$ cat src/rtl/aska_charge_monitor_pkg.sv
// Shared definitions for the ASKA charge-balance monitor.
//   - FSM state encoding (3 bit)
//   - default widths: electrode lines (ELEC_NUM + 1), accumulator width, DAC and counter widths
// Imported by aska_charge_monitor.
package aska_charge_monitor_pkg;

  localparam int unsigned ElecNum   = 7;
  localparam int unsigned ElecWDef  = ElecNum + 1;
  localparam int unsigned AccWDef   = 12;
  localparam int unsigned TolDef    = 0;
  localparam int unsigned DacW      = 6;
  localparam int unsigned PulseCntW = 16;
  localparam int unsigned ErrCntW   = 8;

  typedef enum logic [2:0] {
    StIdle  = 3'd0,
    StArmed = 3'd1,
    StPh1   = 3'd2,
    StGap   = 3'd3,
    StPh2   = 3'd4,
    StTail  = 3'd5,
    StErr   = 3'd6,
    StCheck = 3'd7
  } state_e;

endpackage

$ cat src/rtl/aska_sat_cnt.sv
// Saturating up-counter used for the pulse and error statistics.
// Ports:
//   clk   in  clock
//   reset in  synchronous reset, active-high (clears q)
//   inc   in  increment request; ignored once q is all ones
//   q     out counter value
module aska_sat_cnt #(
  parameter int unsigned WIDTH = 8
) (
  input  logic             clk,
  input  logic             reset,
  input  logic             inc,
  output logic [WIDTH-1:0] q
);

  logic [WIDTH-1:0] q_d;

  always_comb begin
    q_d = q;
    if (inc && (q != {WIDTH{1'b1}})) begin
      q_d = q + WIDTH'(1);
    end
  end

  always_ff @(posedge clk) begin
    if (reset) begin
      q <= '0;
    end else begin
      q <= q_d;
    end
  end

endmodule

$ cat src/rtl/aska_charge_monitor.sv
// ASKA charge-balance monitor. Sits between the pulse generator and the H-bridge/DAC pads,
// integrates DAC x cycles per phase of each biphasic pulse and flags imbalanced or malformed
// pulses. Keeps pulse/error statistics.
//
// Build option: define ASKA_CHGMON_LATCH_EN to make 'fault' sticky (set by a failing verdict,
// cleared by reset or clr_fault, set wins) and to force the pad outputs to zero while it is set.
// Without it, fault mirrors chk_imbalance, pad outputs are a passthrough, clr_fault is ignored.
//
// Ports:
//   clk, reset                      clock, synchronous active-high reset
//   up_switches, down_switches      switch requests from the pulse generator
//   DAC                             amplitude code from the pulse generator
//   pulse_active                    high for the whole duration of one pulse
//   clr_fault                       clears the sticky fault (latch build only)
//   up_switches_o, down_switches_o  gated switch drive to the pads
//   DAC_o                           gated DAC code to the pads
//   chk_done                        one-cycle strobe: verdict ready
//   chk_imbalance, chk_charge       verdict and signed net charge of the last pulse (held)
//   pulse_cnt, err_cnt              saturating checked-pulse / failed-pulse counters
//   fault                           fault status
module aska_charge_monitor
  import aska_charge_monitor_pkg::*;
#(
  parameter int unsigned ELEC_W = ElecWDef,
  parameter int unsigned ACC_W  = AccWDef,
  parameter int unsigned TOL    = TolDef
) (
  input  logic                 clk,
  input  logic                 reset,
  input  logic [ELEC_W-1:0]    up_switches,
  input  logic [ELEC_W-1:0]    down_switches,
  input  logic [DacW-1:0]      DAC,
  input  logic                 pulse_active,
  input  logic                 clr_fault,
  output logic [ELEC_W-1:0]    up_switches_o,
  output logic [ELEC_W-1:0]    down_switches_o,
  output logic [DacW-1:0]      DAC_o,
  output logic                 chk_done,
  output logic                 chk_imbalance,
  output logic [ACC_W-1:0]     chk_charge,
  output logic [PulseCntW-1:0] pulse_cnt,
  output logic [ErrCntW-1:0]   err_cnt,
  output logic                 fault
);

  localparam int unsigned PatW = 2 * ELEC_W;
  // One guard bit: enough for acc +/- DAC before saturation and for |most negative acc|.
  localparam int unsigned ExtW = ACC_W + 1;
  localparam logic [ExtW-1:0] TolExt = ExtW'(TOL);

  state_e state_q, state_d;

  logic [PatW-1:0]  pat, pat1_q, pat1_d, mirror;
  logic [ACC_W-1:0] acc_q, acc_d, acc_add, acc_sub;
  logic [ExtW-1:0]  acc_ext, dac_ext, acc_mag;
  logic             pa_q, rise, fall;
  logic             err_q, err_d;
  logic             over_tol, imb_now, check_load;
  logic             chk_imbalance_q;
  logic [ACC_W-1:0] chk_charge_q;
  logic             gate;

  // Clamp a guard-extended sum back into ACC_W bits.
  function automatic logic [ACC_W-1:0] sat_res(input logic [ExtW-1:0] s);
    if (s[ExtW-1] != s[ExtW-2]) begin
      return s[ExtW-1] ? {1'b1, {(ACC_W-1){1'b0}}} : {1'b0, {(ACC_W-1){1'b1}}};
    end
    return s[ACC_W-1:0];
  endfunction

  assign pat    = {up_switches, down_switches};
  assign mirror = {pat1_q[ELEC_W-1:0], pat1_q[PatW-1:ELEC_W]};
  assign rise   = pulse_active & ~pa_q;
  assign fall   = ~pulse_active & pa_q;

  assign acc_ext = {acc_q[ACC_W-1], acc_q};
  assign dac_ext = ExtW'(DAC);
  assign acc_add = sat_res(acc_ext + dac_ext);
  assign acc_sub = sat_res(acc_ext - dac_ext);
  assign acc_mag = acc_q[ACC_W-1] ? (ExtW'(0) - acc_ext) : acc_ext;
  assign over_tol = (acc_mag > TolExt);

  // A pulse that ends before reaching the second phase is monophasic.
  assign imb_now = err_q | (state_q == StPh1) | (state_q == StGap) | over_tol;

  always_comb begin
    state_d    = state_q;
    acc_d      = acc_q;
    pat1_d     = pat1_q;
    err_d      = err_q;
    check_load = 1'b0;
    unique case (state_q)
      StIdle: begin
        if (rise) begin
          acc_d   = '0;
          err_d   = 1'b0;
          state_d = StArmed;
          // The rising cycle already behaves like ARMED.
          if (pat != '0) begin
            pat1_d  = pat;
            acc_d   = ACC_W'(DAC);
            state_d = StPh1;
          end
        end
      end
      StArmed: begin
        if (fall) begin
          state_d = StIdle;
        end else if (pat != '0) begin
          pat1_d  = pat;
          acc_d   = acc_add;
          state_d = StPh1;
        end
      end
      StPh1: begin
        if (fall) begin
          state_d    = StCheck;
          check_load = 1'b1;
        end else if (pat == pat1_q) begin
          acc_d = acc_add;
        end else if (pat == '0) begin
          state_d = StGap;
        end else if (pat == mirror) begin
          acc_d   = acc_sub;
          state_d = StPh2;
        end else begin
          err_d   = 1'b1;
          state_d = StErr;
        end
      end
      StGap: begin
        if (fall) begin
          state_d    = StCheck;
          check_load = 1'b1;
        end else if (pat == mirror) begin
          acc_d   = acc_sub;
          state_d = StPh2;
        end else if (pat != '0) begin
          err_d   = 1'b1;
          state_d = StErr;
        end
      end
      StPh2: begin
        if (fall) begin
          state_d    = StCheck;
          check_load = 1'b1;
        end else if (pat == mirror) begin
          acc_d = acc_sub;
        end else if (pat == '0) begin
          state_d = StTail;
        end else begin
          err_d   = 1'b1;
          state_d = StErr;
        end
      end
      StTail: begin
        if (fall) begin
          state_d    = StCheck;
          check_load = 1'b1;
        end else if (pat != '0) begin
          err_d   = 1'b1;
          state_d = StErr;
        end
      end
      StErr: begin
        if (fall) begin
          state_d    = StCheck;
          check_load = 1'b1;
        end
      end
      StCheck: begin
        // A rise landing here is dropped; the generator guarantees an OFF cycle.
        state_d = StIdle;
      end
      default: state_d = StIdle;
    endcase
  end

  always_ff @(posedge clk) begin
    if (reset) begin
      state_q         <= StIdle;
      pa_q            <= 1'b0;
      acc_q           <= '0;
      pat1_q          <= '0;
      err_q           <= 1'b0;
      chk_imbalance_q <= 1'b0;
      chk_charge_q    <= '0;
    end else begin
      state_q <= state_d;
      pa_q    <= pulse_active;
      acc_q   <= acc_d;
      pat1_q  <= pat1_d;
      err_q   <= err_d;
      if (check_load) begin
        chk_imbalance_q <= imb_now;
        chk_charge_q    <= acc_q;
      end
    end
  end

  assign chk_done      = (state_q == StCheck);
  assign chk_imbalance = chk_imbalance_q;
  assign chk_charge    = chk_charge_q;

  aska_sat_cnt #(
    .WIDTH(PulseCntW)
  ) u_pulse_cnt (
    .clk  (clk),
    .reset(reset),
    .inc  (chk_done),
    .q    (pulse_cnt)
  );

  aska_sat_cnt #(
    .WIDTH(ErrCntW)
  ) u_err_cnt (
    .clk  (clk),
    .reset(reset),
    .inc  (chk_done & chk_imbalance_q),
    .q    (err_cnt)
  );

`ifdef ASKA_CHGMON_LATCH_EN
  logic fault_q;

  // Set has priority over clear.
  always_ff @(posedge clk) begin
    if (reset) begin
      fault_q <= 1'b0;
    end else begin
      fault_q <= (chk_done & chk_imbalance_q) | (fault_q & ~clr_fault);
    end
  end

  assign fault = fault_q;
  assign gate  = fault_q;
`else
  logic unused_clr_fault;
  assign unused_clr_fault = clr_fault;
  assign fault = chk_imbalance_q;
  assign gate  = 1'b0;
`endif

  assign up_switches_o   = gate ? '0 : up_switches;
  assign down_switches_o = gate ? '0 : down_switches;
  assign DAC_o           = gate ? '0 : DAC;

endmodule

$ cat config.mk
export PLATFORM = sky130hd
export DESIGN_NAME = aska_charge_monitor
export DESIGN_NICKNAME = d
export VERILOG_FILES = /design/src/rtl/aska_charge_monitor_pkg.sv /design/src/rtl/aska_sat_cnt.sv /design/src/rtl/aska_charge_monitor.sv
export SDC_FILE = /design/constraint.sdc
export NUM_CORES = 1
export LEC_CHECK = 0
export ABC_AREA = 1
export CORE_MARGIN = 10
export CORE_UTILIZATION = 59
export CTS_CLUSTER_SIZE = 8
export DETAILED_ROUTE_END_ITERATION = 10
export GPL_TIMING_DRIVEN = 0
export HOLD_SLACK_MARGIN = 0.12
export MAX_ROUTING_LAYER = met4
export PLACE_DENSITY = 0.83
export SETUP_SLACK_MARGIN = 0.2
export SLEW_MARGIN = 20
export SYNTH_ARGS = -nofsm -noshare
export SYNTH_HDL_FRONTEND = slang
export SYNTH_SLANG_ARGS = --single-unit
$ cat constraint.sdc
create_clock -name clk -period 7.9 [get_ports clk]
set_input_delay 2.37 -clock clk [delete_from_list [all_inputs] [get_ports clk]]
set_output_delay 2.37 -clock clk [all_outputs]
set_load 0.05 [all_outputs]
* After elaboration in Yosys (flattened, before gate mapping)
Cells that the tools add are included.
W data, S select, Z words.
** Cells by class
- Multiplexer cells :: 55
- Reductions and logical operators :: 14
- $add $sub $neg :: 5
- Equal/unequal tests :: 32
- Order comparisons :: 1
- Bitwise gates (word level) :: 8
** Operators by type and width (count)
- $mux W12 :: 14
- $mux W16 :: 3
- $pmux W12 S4 :: 1
- $mux W3 :: 13
- $eq A16 B16 Y1 :: 2
- $pmux W16 S2 :: 1
- $ne A2 B2 Y1 const B :: 15
- $pmux W3 S8 :: 1
- $add A16 B1 Y16 const B :: 1
- $logic_not A16 Y1 :: 1
- $mux W1 :: 16
- $ne A16 B16 Y1 const B :: 1
- $reduce_bool A16 Y1 :: 1
- $add A12 B7 Y13 :: 1
- $gt A13 B1 Y1 const B :: 1
- $mux W13 :: 1
- $sub A1 B12 Y13 const A :: 1
- $sub A12 B7 Y13 :: 1
- $eq A3 B3 Y1 const B :: 4
- $ne A3 B3 Y1 const B :: 4
- $reduce_and A12 Y1 :: 1
- $add A8 B1 Y8 const B :: 1
- $ne A8 B8 Y1 const B :: 1
- $reduce_and A7 Y1 :: 1
- other kinds (18) :: 28
** Word-level totals
- Register bits :: 70
- Logic and storage cells :: 124
- Output and inout bits :: 61
- Bits of input ports :: 26

* Depth between registers and ports, before layout
Gate-level depths: netlist of run 1.
- Word-level depth :: 9
- Depth in mapped cells :: 18
- Gate-level depth less buffers :: 18

* Hierarchy
Synthesis of run 1 repeated with hierarchy kept, for this count alone.
** Second synthesis, totals
- Cell total of the unflattened synthesis :: 994
- Area, all modules :: 5936.9 um^2
** By module, submodules not included
- aska_charge_monitor :: area each 4479.3 um^2, sequential area each 920.9 um^2, cells an instance 759, times used 1
- aska_sat_cnt at u_pulse_cnt :: area each 973.4 um^2, sequential area each 320.3 um^2, cells an instance 158, times used 1
- aska_sat_cnt at u_err_cnt :: area each 484.2 um^2, sequential area each 160.2 um^2, cells an instance 77, times used 1

* Least setup slack after synthesis of run 1
No wires, ideal clock.
- Kind :: input -> output
- From :: input DAC[0]
- To :: output DAC_o[0]
- Path slack :: 2.990 ns
- Buffers on the path :: 1
- Arrival :: 2.540 ns
- Stages on the path :: 1
- Required time :: 5.530 ns
- Cell sequence :: buf_4
** RTL lines
- start, declared :: RTL line aska_charge_monitor.sv:32 : input logic [DacW-1:0] DAC,
- end, declared :: RTL line aska_charge_monitor.sv:37 : output logic [DacW-1:0] DAC_o,
No word-level cell between the ends.

* Final worst setup path of run 1
- From :: input down_switches[7]
- To :: output down_switches_o[7]
** RTL lines
- start, declared :: RTL line aska_charge_monitor.sv:31 : input logic [ELEC_W-1:0] down_switches,
- end, declared :: RTL line aska_charge_monitor.sv:36 : output logic [ELEC_W-1:0] down_switches_o,
No word-level cell between the ends.

==> summary.md, run 1 <==
| Metric | Value |
|---|---|
| Maximum VDD drop | 0.0003374 V |
| Top cell type's share of synthesized area | 0.2547 |
| Antenna violations before repair | 0 |
| Detailed-route via count | 5912 |
| Startpoint type of the worst setup path | input port |
| Synth warn | 0 |
| Number of global-route vias before repair | 5693 |
| Layout area overhead | 22.15% |
| Max-Cap Viols | 0 |
| Post-Syn Area per Cell | 6.420 um^2 |
| Num Clock Sinks | 70 |
| Leakage power | 3.104 nW |
| Post-DP HPWL | 12.98 mm |
| N_diodes | 0 |
| Asr flop ratio synth | 0 |
| DRC viols | 0 |
| Main synth FF type | dfxtp_1 |
| TritonCTS buffer count | 9 |
| Initial DRT Pass Iterations | 7 |
| CTS Hold Buffers Added | 0 |
| Synth area leaders | dfxtp_1 25%, nand2_1 14%, inv_1 6.3% |
| Fin crit share | 0.8003 |
| Clk slew on worst S/H paths | 0.09 ns |
| Fin nets | 996 |
| Setup_tns | 0 ns |
| Fin Hold WS | 0.4860 ns |
| Core area | 0.009153 mm^2 |
| CTS H-Tree Depth | 3 |
| Sequential area share after synthesis | 0.2547 |
| TritonCTS clock tree | built |
| Die H | 116.6 um |
| Power per cell area | 317.9 mW/mm^2 |
| Top cells by count, synth | 200 x nand2_1, 92 x inv_1, 77 x nor2_1, 70 x dfxtp_1, 68 x nand3_1 |
| Clk buf depth | 2 |
| Crit Path Class | input port to output pin |
| Synth Instances | 857 |
| # Post-CTS Setup Buffers | 0 |
| Clock skew | 0.01938 ns |
| Final WL | 16.33 mm |
| IO Pins | 87 |
| Critical path fanouts, max | 5 |
| Yosys top cell by area | dfxtp_1 |
| Met3 WL | 1.238 mm |
| Worst Path Arrival | 3.95 ns |
| RSZ-0062 raised after global routing | no |
| Met2 wire len | 7.729 mm |
| Wl on met1 | 7.018 mm |
| Final ANT Viol Nets | 0 |
| Die ar. | 0.01359 mm^2 |
| Slew of the pin with the lowest slew margin | 0.8242 ns |
| Layout cells sized above 1 | 0.1284 |
| Global route total overflow | 0 |
| Fin util | 0.7342 |
| Highest routed layer | met4 |
| DR WL/cell | 15.27 um |
| Cell area after layout | 0.006720 mm^2 |
| Syn nets | 900 |
| Fin. max-slew vios | 0 |
| Synth Register Bits | 70 |
| Post-synth EDFFs | 0 |
| Final Hold Vio Count | 0 |
| Post-CTS sizing | 0 |
| Area after DPL | 0.006491 mm^2 |
| Setup crit end kind | output pin |
| Total track usage | 0.2523 |
| Global-route wire length before repair | 27.22 mm |
| Initial Utilization | 0.6011 |
| Hold WC Path Type | register to register |
| Row Count | 35 |
| Max frequency | 158.2 MHz |
| Unique masters post-synth | 42 |
| Root buf cell | clkbuf_8 |
| Minimum clock period | 6.323 ns |
| Die W | 116.6 um |
| Later-pin clock latency in the skew report | 0.35 ns |
| Vias per std cell | 5.530 |
| Port bufs | 85 |
| # setup viols final | 0 |
| Largest net degree at the start of global routing | 15 |
| Status | finished, final reports clean |
| Worst slew margin | 0.4463 |
| GP Congestion | 0.9873 |
| DR iter-0 viols | 507 |
| CP required | 5.53 ns |
| Count leader, synth | nand2_1 |
| Synth Cell Area | 0.005502 mm^2 |
==> worst max-delay path, cell delays in order <==
cell and delay [ns]:
clkdlybuf4s50_1 0.63, buf_4 0.16, clkdlybuf4s50_1 0.79
==> cell families (layout without fill, tap and decap cells) <==
logic type | after synthesis | after routing | synth area share
simple gates | 416 | 416 | 0.3425
buf+inv | 158 | 259 | 0.1376
compound gates | 150 | 150 | 0.1506
flops | 70 | 70 | 0.2547
xor+xnor | 46 | 46 | 0.07323
fa+ha+maj | 17 | 17 | 0.04139
==> through the flow <==
| stage | instances | power, mW | setup slack (ns) |
|---|---|---|---|
| finish | 1069 | 2.136 | 1.577 |
| detailed placement | 1053 | 1.778 | 1.579 |
| CTS | 1069 | 2.118 | 1.577 |
| global route | 1069 | 2.308 | 1.558 |
| floorplan | 857 | 1.477 | 2.990 |
| global placement | 1053 | 1.750 | 1.588 |
==> registers in the layout, indices dropped and copies added, names as in the netlist <==
register / flops
acc_q: 12
chk_charge: 12
chk_imbalance: 1
err_q: 1
pa_q: 1
pat1_q: 16
state_q: 3
u_err_cnt.q: 8
u_pulse_cnt.q: 16
==> path summary, 6_finish.rpt <==
check	from	cells after the start	to	slack, ns
setup / recovery	down_switches[7]	3	down_switches_o[7]	1.58
hold / removal	u_err_cnt.q[4]	2	u_err_cnt.q[4]	0.49
setup reg to reg	acc_q[0]	17	acc_q[6]	5.18
hold reg to reg	u_err_cnt.q[4]	2	u_err_cnt.q[4]	0.49
==> power breakdown <==
group | internal [mW] | switching (mW)
clock network | 0.183 | 0.157
logic | 0.457 | 0.832
registers | 0.429 | 0.0791
total | 1.07 | 1.07
==> layer usage <==
metal | vias up | global-route usage
met5 | - | -
met4 | 0 | 0.07908
met3 | 29 | 0.03698
met2 | 265 | 0.4197
met1 | 2682 | 0.3087
li1 | 2936 | -
==> layout make-up <==
cell class                      instances  area [um^2]
Fill cell                             747         2432
Sequential cell                        70         1401
Clock buffer                            9        123.9
Timing Repair Buffer                   85        850.8
Clock inverter                          7        105.1
Multi-Input combinational cell        629         3343
Tap cell                              111        138.9
Buffer                                 48        341.6
Inverter                              110        415.4
==> layout by cell type (no fill, tap or decap), drive strengths merged <==
master         synthesis  layout
ha                    15      15
xor2                  38      38
inv                  110     113
bufinv                 0       2
and2                   2       2
xnor2                  8       8
o31ai                  1       1
dfxtp                 70      70
a211oi                 5       5
nand3                 74      74
and3                   1       1
clkbuf                 8      17
nor3                  11      11
clkinvlp               0       1
nand2                221     221
o21bai                 2       2
o211ai                 3       3
nand4                 13      13
o21ai                 67      67
nand3b                 2       2
nor2                  87      87
o21a                   1       1
o22ai                  2       2
clkdlybuf4s50          0      85
or2                    1       1
fa                     2       2
nor4                   4       4
clkinv                 0       1
a21oi                 69      69
buf                   40      40
(Power assumes the default switching activity.)
==> inputs of run 2 (changes only) <==
--- a/config.mk
+++ b/config.mk
@@ -7,13 +7,13 @@
 export LEC_CHECK = 0
 export ABC_AREA = 1
 export CORE_MARGIN = 10
-export CORE_UTILIZATION = 59
+export CORE_UTILIZATION = 55
 export CTS_CLUSTER_SIZE = 8
 export DETAILED_ROUTE_END_ITERATION = 10
 export GPL_TIMING_DRIVEN = 0
 export HOLD_SLACK_MARGIN = 0.12
 export MAX_ROUTING_LAYER = met4
-export PLACE_DENSITY = 0.83
+export PLACE_DENSITY = 0.78
 export SETUP_SLACK_MARGIN = 0.2
 export SLEW_MARGIN = 20
 export SYNTH_ARGS = -nofsm -noshare
==> constraint.sdc (replaced) <==
create_clock -name clk -period 5.95 [get_ports clk]
set_input_delay 1.785 -clock clk [delete_from_list [all_inputs] [get_ports clk]]
set_output_delay 1.785 -clock clk [all_outputs]
set_load 0.05 [all_outputs]
==> run 2 against run 1 <==
  * Die area increased by 6.0%
  * Sequential share of layout area decreased by 0.062 points
  * Cell count increased by 2.1%
  * Flip-flop and latch count unchanged
  * Design area increased by 0.30%
  * First-iteration DRC count increased by 1.8%
  * Sequential power increased by 33%
==> summary.md, run 2 (same netlist as run 1, synthesis figures left out) <==
| Metric | Value |
|---|---|
| Status | finished, final reports clean |
| GP Congestion | 0.9871 |
| Detailed-route via count | 5888 |
| Fin nets | 996 |
| Hold Path Cell Cnt | 2 |
| Worst slew margin | 0.5838 |
| Vias per std cell | 5.397 |
| # Post-CTS Setup Buffers | 0 |
| Startpoint type of the worst setup path | input port |
| Layout area overhead | 22.52% |
| Pwr Total | 2.822 mW |
| TritonCTS buffer count | 9 |
| Initial Utilization | 0.5629 |
| Worst Reg-to-Reg Cells | 17 |
| Minimum clock period | 5.150 ns |
| Core area | 0.009774 mm^2 |
| Critical path fanouts, max | 5 |
| Largest net degree at the start of global routing | 14 |
| CP required | 4.16 ns |
| CTS H-Tree Depth | 3 |
| Setup_tns | 0 ns |
| Clock skew | 0.009934 ns |
| Antenna violations before repair | 0 |
| Layout cells sized above 1 | 0.1273 |
| DR WL/cell | 15.45 um |
| Die H | 120.0 um |
| Total track usage | 0.2368 |
| CTS Hold Buffers Added | 0 |
| Max-Cap Viols | 0 |
| Clk buf depth | 2 |
| Worst Path Arrival | 3.36 ns |
| Filler cell count | 880 |
| DR iter-0 viols | 516 |
| TritonCTS clock tree | built |
| Crit Path Class | input port to output pin |
| Maximum VDD drop | 0.0003105 V |
| Slew of the pin with the lowest slew margin | 0.6178 ns |
| Power per cell area | 418.7 mW/mm^2 |
| Initial DRT Pass Iterations | 5 |
| Port bufs | 85 |
| Global route total overflow | 0 |
| Post-CTS sizing | 0 |
| Later-pin clock latency in the skew report | 0.36 ns |
| Num Clock Sinks | 70 |
| Max frequency | 194.2 MHz |
| Number of global-route vias before repair | 5740 |
| Most common cell after layout, fill and taps aside | nand2_1 |
| Regs by FF count | pat1_q: 16 flops, u_pulse_cnt.q: 16 flops |
| Post-DP HPWL | 13.50 mm |
| Final WL | 16.85 mm |
| Global-route wire length before repair | 27.55 mm |
| Hold WC Path Type | register to register |
| Clk slew on worst S/H paths | 0.08 ns |
| Leakage power | 3.099 nW |
| Row Count | 36 |
| N_diodes | 0 |
| Setup crit end kind | output pin |
| Final Hold Vio Count | 0 |
| Commonest non-fill, non-tap cells in the layout | 200 x nand2_1, 92 x inv_1, 85 x clkdlybuf4s50_1 |
| Fin. max-slew vios | 0 |
| Final ANT Viol Nets | 0 |
| Die ar. | 0.01440 mm^2 |
| IO Pins | 87 |
| Die W | 120.0 um |
| RSZ-0062 raised after global routing | no |
| Fin crit share | 0.8655 |
| # setup viols final | 0 |
| Root buf cell | clkbuf_8 |
| DRC viols | 0 |
-- run 2: cell types whose count changed in the layout (fill, tap and decap cells not counted) --
cell	before	now
clkbuf_1	8	9
inv_8	1	0
-- run 2: stage by stage --
stage | setup WS, ns | std cells | util | cell area (um^2) | hold slack (ns)
5_1_grt | 0.7779 | 1091 | 0.6896 | 6740 | 0.5211
3_5_place_dp | 0.8024 | 1075 | 0.6669 | 6519 | 0.4806
3_3_place_gp | 0.8012 | 1075 | 0.6669 | 6519 | 0.4509
6_report | 0.8005 | 1091 | 0.6896 | 6740 | 0.4901
2_1_floorplan | 2.210 | 857 | - | 5502 | 0.4509
4_1_cts | 0.8007 | 1091 | 0.6896 | 6740 | 0.4951
-- run 2: path summary, 6_finish.rpt --
path | start | to | slack [ns]
max | down_switches[6] | down_switches_o[6] | 0.80
min | u_pulse_cnt.q[4] | u_pulse_cnt.q[4] | 0.49
max reg2reg | acc_q[0] | acc_q[6] | 3.25
min reg2reg | u_pulse_cnt.q[4] | u_pulse_cnt.q[4] | 0.49
-- run 2: critical path: stages --
cell             delay, ns
clkdlybuf4s50_1       0.63
buf_4                 0.16
clkdlybuf4s50_1       0.79
-- run 2: metal layers --
layer | GRT usage | part of all wire | vias to the layer above
met2 | 0.4116 | 0.50 | 187
met5 | - | 0 | -
li1 | - | - | 2937
met1 | 0.2619 | 0.42 | 2724
met3 | 0.03469 | 0.048 | 40
met4 | 0.1101 | 0.035 | 0
-- run 2: layout make-up --
type / instances / area, um^2 / area share
clock inverter: 6 / 93.84 / 0.01392
buffer: 48 / 341.6 / 0.05068
clock buffer: 10 / 127.6 / 0.01893
inverter: 110 / 415.4 / 0.06163
sequential: 70 / 1401 / 0.2079
timing repair buffer: 85 / 850.8 / 0.1262
tap: 133 / 166.4 / 0.02469
multi-input combinational: 629 / 3343 / 0.4960
-- run 2: report_power, final --
part | switching [mW] | internal, mW
clock | 0.200 | 0.240
sequential | 0.105 | 0.570
combinational | 1.10 | 0.606
total | 1.41 | 1.42
